File: src/rtl/bus_pkg.sv
// Shared bus widths, response codes and arbiter state encoding for the
// 32-bit address/data waitrequest bus.
package bus_pkg;

  localparam int BUS_ADDR_W = 32;
  localparam int BUS_DATA_W = 32;
  localparam int BUS_BE_W   = 4;

  localparam logic [1:0] RESP_OKAY   = 2'b00;
  localparam logic [1:0] RESP_SLVERR = 2'b10;

  typedef enum logic {
    ARB_IDLE = 1'b0,
    ARB_BUSY = 1'b1
  } arb_state_t;

  // A master requests when either strobe is high.
  function automatic logic bus_req(input logic rd, input logic wr);
    return rd | wr;
  endfunction

endpackage

File: src/rtl/bus_arbiter_2to1_rr_grant.sv
// Two-input round-robin pick: a lone requester wins, a tie goes to the master
// that was not served last.
module rr_grant_2 (
  input  logic [1:0] req,
  input  logic       last,
  output logic       grant,
  output logic       any_req
);

  // Winner selection from the request pair.
  always_comb begin
    grant   = 1'b0;
    any_req = |req;
    case (req)
      2'b01:   grant = 1'b0;
      2'b10:   grant = 1'b1;
      2'b11:   grant = ~last;
      default: grant = 1'b0;
    endcase
  end

endmodule

File: src/rtl/bus_arbiter_2to1.sv
// Two-master to one-slave round-robin arbiter, grant locked for the transfer.
// Optional stall watchdog enabled by defining BUS_ARB_TIMEOUT_EN.
module bus_arbiter_2to1
  import bus_pkg::*;
#(
  parameter int TIMEOUT_CYCLES = 256
) (
  input  logic                  clk,
  input  logic                  rst_n,
  input  logic [BUS_ADDR_W-1:0] s0_bus_addr,
  input  logic                  s0_bus_read,
  input  logic                  s0_bus_write,
  input  logic [BUS_DATA_W-1:0] s0_bus_writedata,
  input  logic [BUS_BE_W-1:0]   s0_bus_byteenable,
  output logic [BUS_DATA_W-1:0] s0_bus_readdata,
  output logic [1:0]            s0_bus_response,
  output logic                  s0_bus_waitrequest,
  input  logic [BUS_ADDR_W-1:0] s1_bus_addr,
  input  logic                  s1_bus_read,
  input  logic                  s1_bus_write,
  input  logic [BUS_DATA_W-1:0] s1_bus_writedata,
  input  logic [BUS_BE_W-1:0]   s1_bus_byteenable,
  output logic [BUS_DATA_W-1:0] s1_bus_readdata,
  output logic [1:0]            s1_bus_response,
  output logic                  s1_bus_waitrequest,
  output logic [BUS_ADDR_W-1:0] m0_bus_addr,
  output logic                  m0_bus_read,
  output logic                  m0_bus_write,
  output logic [BUS_DATA_W-1:0] m0_bus_writedata,
  output logic [BUS_BE_W-1:0]   m0_bus_byteenable,
  input  logic [BUS_DATA_W-1:0] m0_bus_readdata,
  input  logic [1:0]            m0_bus_response,
  input  logic                  m0_bus_waitrequest,
  output logic                  timeout_pulse
);

  arb_state_t            state_r, state_nxt_s;
  logic                  grant_r, grant_nxt_s;
  logic                  last_r, last_nxt_s;
  logic [1:0]            req_s;
  logic                  win_s, any_req_s;
  logic                  sel_s, active_s, done_s, tmo_hit_s;
  logic                  rd_sel_s, wr_sel_s;
  logic [BUS_DATA_W-1:0] rdata_s;
  logic [1:0]            resp_s;

  assign req_s = {bus_req(s1_bus_read, s1_bus_write), bus_req(s0_bus_read, s0_bus_write)};

  rr_grant_2 u_rr (
    .req     (req_s),
    .last    (last_r),
    .grant   (win_s),
    .any_req (any_req_s)
  );

  // While locked the granted master is forwarded; otherwise the fresh winner.
  assign sel_s    = (state_r == ARB_BUSY) ? grant_r : win_s;
  assign active_s = req_s[sel_s];
  assign rd_sel_s = sel_s ? s1_bus_read  : s0_bus_read;
  assign wr_sel_s = sel_s ? s1_bus_write : s0_bus_write;
  assign done_s   = active_s & (~m0_bus_waitrequest | tmo_hit_s);
  assign rdata_s  = (done_s && !tmo_hit_s) ? m0_bus_readdata : {BUS_DATA_W{1'b0}};
  assign resp_s   = tmo_hit_s ? RESP_SLVERR : (done_s ? m0_bus_response : RESP_OKAY);

`ifdef BUS_ARB_TIMEOUT_EN
  localparam int CNT_W = $clog2(TIMEOUT_CYCLES + 1);

  logic [CNT_W-1:0] cnt_r, cnt_nxt_s;

  // Forced completion once the lock has stalled TIMEOUT_CYCLES cycles.
  assign tmo_hit_s = (state_r == ARB_BUSY) && req_s[grant_r] && m0_bus_waitrequest &&
                     (cnt_r == CNT_W'(TIMEOUT_CYCLES - 1));

  // Stall counter next value: cleared in IDLE so it starts at zero in BUSY.
  always_comb begin
    cnt_nxt_s = cnt_r;
    if (state_r == ARB_IDLE) begin
      cnt_nxt_s = {CNT_W{1'b0}};
    end else if (m0_bus_waitrequest) begin
      cnt_nxt_s = cnt_r + {{(CNT_W-1){1'b0}}, 1'b1};
    end else begin
      cnt_nxt_s = cnt_r;
    end
  end

  // Stall counter register.
  always_ff @(posedge clk or negedge rst_n) begin
    if (!rst_n) begin
      cnt_r <= {CNT_W{1'b0}};
    end else begin
      cnt_r <= cnt_nxt_s;
    end
  end
`else
  logic unused_tmo_s;
  assign unused_tmo_s = ^TIMEOUT_CYCLES;
  assign tmo_hit_s    = 1'b0;
`endif

  assign timeout_pulse = rst_n & tmo_hit_s;

  // State, lock and round-robin history registers.
  always_ff @(posedge clk or negedge rst_n) begin
    if (!rst_n) begin
      state_r <= ARB_IDLE;
      grant_r <= 1'b0;
      last_r  <= 1'b1;
    end else begin
      state_r <= state_nxt_s;
      grant_r <= grant_nxt_s;
      last_r  <= last_nxt_s;
    end
  end

  // Next-state logic: lock on a stall, release on completion or abandonment.
  always_comb begin
    state_nxt_s = state_r;
    grant_nxt_s = grant_r;
    last_nxt_s  = last_r;
    case (state_r)
      ARB_IDLE: begin
        if (any_req_s && m0_bus_waitrequest) begin
          state_nxt_s = ARB_BUSY;
          grant_nxt_s = win_s;
        end else if (any_req_s) begin
          last_nxt_s = win_s;
        end else begin
          state_nxt_s = ARB_IDLE;
        end
      end
      ARB_BUSY: begin
        if (!req_s[grant_r]) begin
          // Granted master walked away: drop the lock, history untouched.
          state_nxt_s = ARB_IDLE;
        end else if (!m0_bus_waitrequest || tmo_hit_s) begin
          state_nxt_s = ARB_IDLE;
          last_nxt_s  = grant_r;
        end else begin
          state_nxt_s = ARB_BUSY;
        end
      end
      default: begin
        state_nxt_s = ARB_IDLE;
      end
    endcase
  end

  // Output mux: forward the selected master, stall everyone else.
  always_comb begin
    m0_bus_addr        = sel_s ? s1_bus_addr       : s0_bus_addr;
    m0_bus_writedata   = sel_s ? s1_bus_writedata  : s0_bus_writedata;
    m0_bus_byteenable  = sel_s ? s1_bus_byteenable : s0_bus_byteenable;
    m0_bus_read        = rst_n & active_s & rd_sel_s & ~tmo_hit_s;
    m0_bus_write       = rst_n & active_s & wr_sel_s & ~rd_sel_s & ~tmo_hit_s;
    s0_bus_waitrequest = 1'b1;
    s1_bus_waitrequest = 1'b1;
    s0_bus_readdata    = {BUS_DATA_W{1'b0}};
    s1_bus_readdata    = {BUS_DATA_W{1'b0}};
    s0_bus_response    = RESP_OKAY;
    s1_bus_response    = RESP_OKAY;
    if (!rst_n) begin
      s0_bus_waitrequest = 1'b1;
      s1_bus_waitrequest = 1'b1;
    end else if ((state_r == ARB_IDLE) && !any_req_s) begin
      s0_bus_waitrequest = 1'b0;
      s1_bus_waitrequest = 1'b0;
    end else if (!sel_s) begin
      s0_bus_waitrequest = ~done_s;
      s0_bus_readdata    = rdata_s;
      s0_bus_response    = resp_s;
    end else begin
      s1_bus_waitrequest = ~done_s;
      s1_bus_readdata    = rdata_s;
      s1_bus_response    = resp_s;
    end
  end

endmodule

File: config.mk
export PLATFORM = sky130hd
export DESIGN_NAME = bus_arbiter_2to1
export DESIGN_NICKNAME = d
export VERILOG_FILES = /design/src/rtl/bus_pkg.sv /design/src/rtl/bus_arbiter_2to1_rr_grant.sv /design/src/rtl/bus_arbiter_2to1.sv
export SDC_FILE = /design/constraint.sdc
export NUM_CORES = 1
export LEC_CHECK = 0
export ABC_AREA = 1
export CORE_AREA = 3 3 124 126
export CTS_CLUSTER_SIZE = 8
export DETAILED_ROUTE_END_ITERATION = 12
export DIE_AREA = 0 0 127 129
export PLACE_DENSITY_LB_ADDON = 0.15
export SYNTH_ARGS = -nofsm -noshare
export SYNTH_HDL_FRONTEND = slang
export SYNTH_SLANG_ARGS = --single-unit
File: constraint.sdc
create_clock -name clk -period 1.6 [get_ports clk]
set_input_delay 0.16 -clock clk [delete_from_list [all_inputs] [get_ports clk]]
set_output_delay 0.16 -clock clk [all_outputs]
set_load 0.01 [all_outputs]
* After elaboration in Yosys (flattened, before gate mapping) *
Cells that the tools add are included.

storage, ports and cells
  register bits = 3
  output and inout bits = 141
  logic and storage cells = 69

operators by class
  $lt $le $gt $ge = 2
  bitwise operators = 12
  reductions and logical operators = 6
  multiplexer cells = 40
  eq/ne operators = 6

operators by type and width
  operator                                             count
  2-to-1 mux 32 bit                                    9
  2-to-1 mux 1 bit                                     20
  2-to-1 mux 2 bit                                     7
  != test 2 bit (second input constant)                3
  case mux 1 bit (2 select lines)                      3
  AND 1 bit                                            5
  NOT 1 bit                                            5
  == test 2 bit (second input constant)                2
  < comparator 1 x 2 -> 1 bit (second input constant)  2
  2-to-1 mux 4 bit                                     1
  AND reduction 4 bit                                  1
  logical AND 1 bit                                    2
  != test 2 x 1 -> 1 bit (second input constant)       1
  OR 1 bit                                             2
  AND reduction 2 bit                                  1
  OR reduction 2 bit                                   1
  zero test 1 bit                                      1

* Longest topological paths before layout *
  depth after elaboration = 11
  gate-level depth with buffers = 8

* Hierarchy *
A second synthesis with hierarchy kept.

second synthesis, totals
  cells, all modules = 391
  area, all modules = 1,742.9 um^2

modules (own cells, without submodules)
  module            cells each  seq. area each (um^2)  times used  area each (um^2)
  bus_arbiter_2to1  388         76.3                   1           1,727.9
  rr_grant_2        3           0.0                    1           15.0

* Worst setup path before layout *
Ideal clock, no wire load.

  path kind = reg-to-output
  from = register last_r
  to = output s0_bus_readdata[10]
  data required time = 1,440 ps
  stages on the path, launching flop included = 6
  arrival = 1,244 ps
  buffers on the path = 1
  setup slack = 196 ps
  cells stage by stage = dfstp_2 > nand3_1 > nand2_2 > nand2_1 > buf_4 > nor2_1

on the way
  word-level cells in the longest chain between the ends = 10

ends and longest elaborated chain
  item                                                 RTL line                         source
  start, declared                                      bus_arbiter_2to1.sv:39           logic last_r, last_nxt_s;
  start signal, assigned                               bus_arbiter_2to1.sv:111          last_r <= last_nxt_s;
  NOT 1 bit (*)                                        bus_arbiter_2to1_rr_grant.sv:17  2'b11: grant = ~last;
  case mux 1 bit (2 select lines) (*)                  bus_arbiter_2to1_rr_grant.sv:14  case (req)
  2-to-1 mux 1 bit (*)                                 bus_arbiter_2to1.sv:57           assign sel_s = (state_r == ARB_BUSY) ? grant_r : win_s;
  2-to-1 mux 1 bit (implied by the code) (2 in a row)  bus_arbiter_2to1.sv:58           assign active_s = req_s[sel_s];
  AND 1 bit                                            bus_arbiter_2to1.sv:61           assign done_s = active_s & (~m0_bus_waitrequest | tmo_hit_s);
  2-to-1 mux 32 bit                                    bus_arbiter_2to1.sv:62           assign rdata_s = (done_s && !tmo_hit_s) ? m0_bus_readdata : {BUS_DATA_W{1'b0}};
  2-to-1 mux 32 bit (*)                                bus_arbiter_2to1.sv:167          end else if (!sel_s) begin
  2-to-1 mux 32 bit (*)                                bus_arbiter_2to1.sv:164          end else if ((state_r == ARB_IDLE) && !any_req_s) begin
  2-to-1 mux 32 bit (*)                                bus_arbiter_2to1.sv:161          if (!rst_n) begin
  end, declared                                        bus_arbiter_2to1.sv:15           output logic [BUS_DATA_W-1:0] s0_bus_readdata,

Mark *: on every way between the ends. The rest lies on a longest branch, timed or not. The select of a mux whose other input is x is not followed.

* Worst setup path in the final report *
  from = register last_r
  to = output s0_bus_readdata[5]

Same word-level chain as after synthesis.

==> metrics.txt <==
CP max FO=8; CTS max path bufs=2; drt wl/cell=15.2 um; htree depth=1; Power Dens Cells=836 mW/mm^2; kind of critical path=reg -> out; outcome=complete, but fails checks; total grt overflow=0; worst stage delay on the critical path=540 ps; Final min period=1960 ps; internal power=2.61 mW; full die area=0.0164 mm^2; Reg clk slew, reported paths=30 ps; number of distinct library cells after synthesis=20; Port Buf Inserts=316; Root Buffer=clkbuf_16; Critical Path AT=1800 ps; Critical Path RT=1440 ps; Post-CTS Hold Fix Bufs=0; TritonCTS buffer count=3; setup ws final=-358 ps; Leak Pwr=2.91 nW; worst hold path class=in -> async; worst skew pair latency=230 ps; Seq pwr share=2.6%; Cell Area, Synth=0.00158 mm^2; Sw Pwr=2.06 mW; CTS tree=yes; sw frac=44.1%; period utilisation layout=122%; # Max-Cap Violations=0; worst path cell trace=nand3_2, nand2_4, buf_6, nand2_8, buf_12, buf_16, nor2_2, buf_2; DP Area=0.00514 mm^2; routed wl met2=7650 um; first-pass GRT wire length=19100 um; area grow syn2layout=253%; Die W=127 um; syn avg cell area=4.18 um^2; IO Pins=318; slowest CP cell=dfstp_2; Final Max Slew Viols=0; fillcell total=1534; Max IR drop VDD=0.419 mV; clock group share of total power=8.6%; Iter 0 DRT Violations=48; final WL=13900 um; global-route usage over all layers=15.1%; Syn Nets=556; pin count of the biggest net entering global routing=20; RSZ-0062 raised after global routing=true; Final Hold Violating Endpoints=0; Synth Instances=379; DR vias=3638; routed vias/inst=3.97; Starting Density=11.0%; Nets=911; layout cells sized above 1=35.7%; DRT Pass-1 Iters=4; Die Y=129 um; Final ANT Viol Nets=0; Combinational Power Share=88.8%; Worst setup EP type=output port; Routability Congestion=0.944; violated checks=negative setup slack; clk sink count=3; Fmax=511 MHz; final setup violation count=140; Syn. warnings=0; commonest non-fill, non-tap cell in the layout=nand2_1; M1 WL=4940 um; startpoint types=flop; Core Region=0.0144 mm^2; hpwl dp=9740 um; DRC=0; initial antenna violation count=1; uppermost layer routed=met5; sequential share of the synthesized area=4.82%; row count=44; clk_skew=2.88 ps; #FFs+latches synth=3; fin area=0.00559 mm^2; Antenna diodes=0; fin util=38.7%; most frequent cells in the layout=nand2_1, clkdlybuf4s50_1, buf_2; vias in the first global route=3586; met3 routed WL=1200 um
## power groups by stage
stage	clock, mW	sequential (mW)	combinational, mW
after floorplan	0	0.110	1.34
after global placement	0	0.113	3.45
after detailed placement	0	0.113	3.45
after CTS	0.413	0.118	3.91
after global routing	0.419	0.125	4.48
final	0.401	0.124	4.15
## path summary, 6_finish.rpt
check | slack [ps] | to | startpoint | cells after the start
max in group asynchronous | 1130 | last_r | rst_n | 2
hold reg to reg | 630 | last_r | last_r | 3
setup reg to reg | 130 | last_r | grant_r | 8
setup / recovery | -360 | s0_bus_readdata[5] | last_r | 8
hold / removal | 280 | state_r | rst_n | 2
min in group clk | 490 | grant_r | s1_bus_write | 6
## what timing repair did
item	in CTS	in global routing
resized for setup	539	105
buffers inserted	19	8
gates cloned	10	3
pin swaps	6	27
setup endpoints to repair	140	140
## cells in the mapped netlist
cell / n / area share [%]
a21boi_0: 1 / 0.47
a21oi_1: 2 / 0.63
a21oi_4: 1 / 1.0
buf_1: 2 / 0.47
buf_2: 9 / 2.8
buf_4: 8 / 3.8
buf_6: 1 / 0.71
clkbuf_1: 4 / 0.95
conb_1: 1 / 0.24
dfrtp_1: 2 / 3.2
dfstp_2: 1 / 1.7
inv_1: 7 / 1.7
nand2_1: 257 / 61
nand2_2: 2 / 0.79
nand3_1: 3 / 0.95
nor2_1: 72 / 17
nor2_2: 1 / 0.40
nor2_4: 1 / 0.71
o21ai_0: 3 / 0.95
o21ai_2: 1 / 0.55
## sequential cells by signal, indices dropped and copies added (netlist names)
| register | cells |
|---|---|
| grant_r | 1 |
| last_r | 1 |
| state_r | 1 |
## critical path, delay by kind of cell, from the launching register on
kind / cells / cell delay [ps]
buf+inv: 4 / 540
flops: 1 / 540
simple gates: 4 / 460
## metal layers
| metal | vias to the layer above | global-route usage (%) |
|---|---|---|
| li1 | 1838 | - |
| met1 | 1605 | 15.5 |
| met2 | 187 | 29.9 |
| met3 | 6 | 4.40 |
| met4 | 2 | 3.41 |
| met5 | - | 0 |
## stage by stage
stage	power (mW)	setup TNS [ps]	instances	hold slack, ps	setup slack [ps]
after global placement	3.56	-84380	880	518	-734
after global routing	5.02	-46380	917	299	-425
after floorplan	1.45	0	379	-136	196
after CTS	4.44	-36300	913	288	-339
after detailed placement	3.57	-85430	880	526	-729
final	4.67	-35420	917	279	-358
## cells by family after synthesis
group	count (synthesis)	synth area share, %
AO/OA/AOI/OAI	8	3.64
flip-flops	3	4.82
other	1	0.237
buffers and inverters	31	10.4
AND/OR/NAND/NOR	336	80.9
## final cells by class
type,count,area [um^2],area share (%)
flip-flops and latches,3,77.6,1.39
well taps,184,230,4.12
repair buffers,374,3530,63.1
multi-input cells,345,1650,29.5
clock buffers,4,78.8,1.41
inverters,7,26.3,0.470
Power figures use the tool's default switching activity.
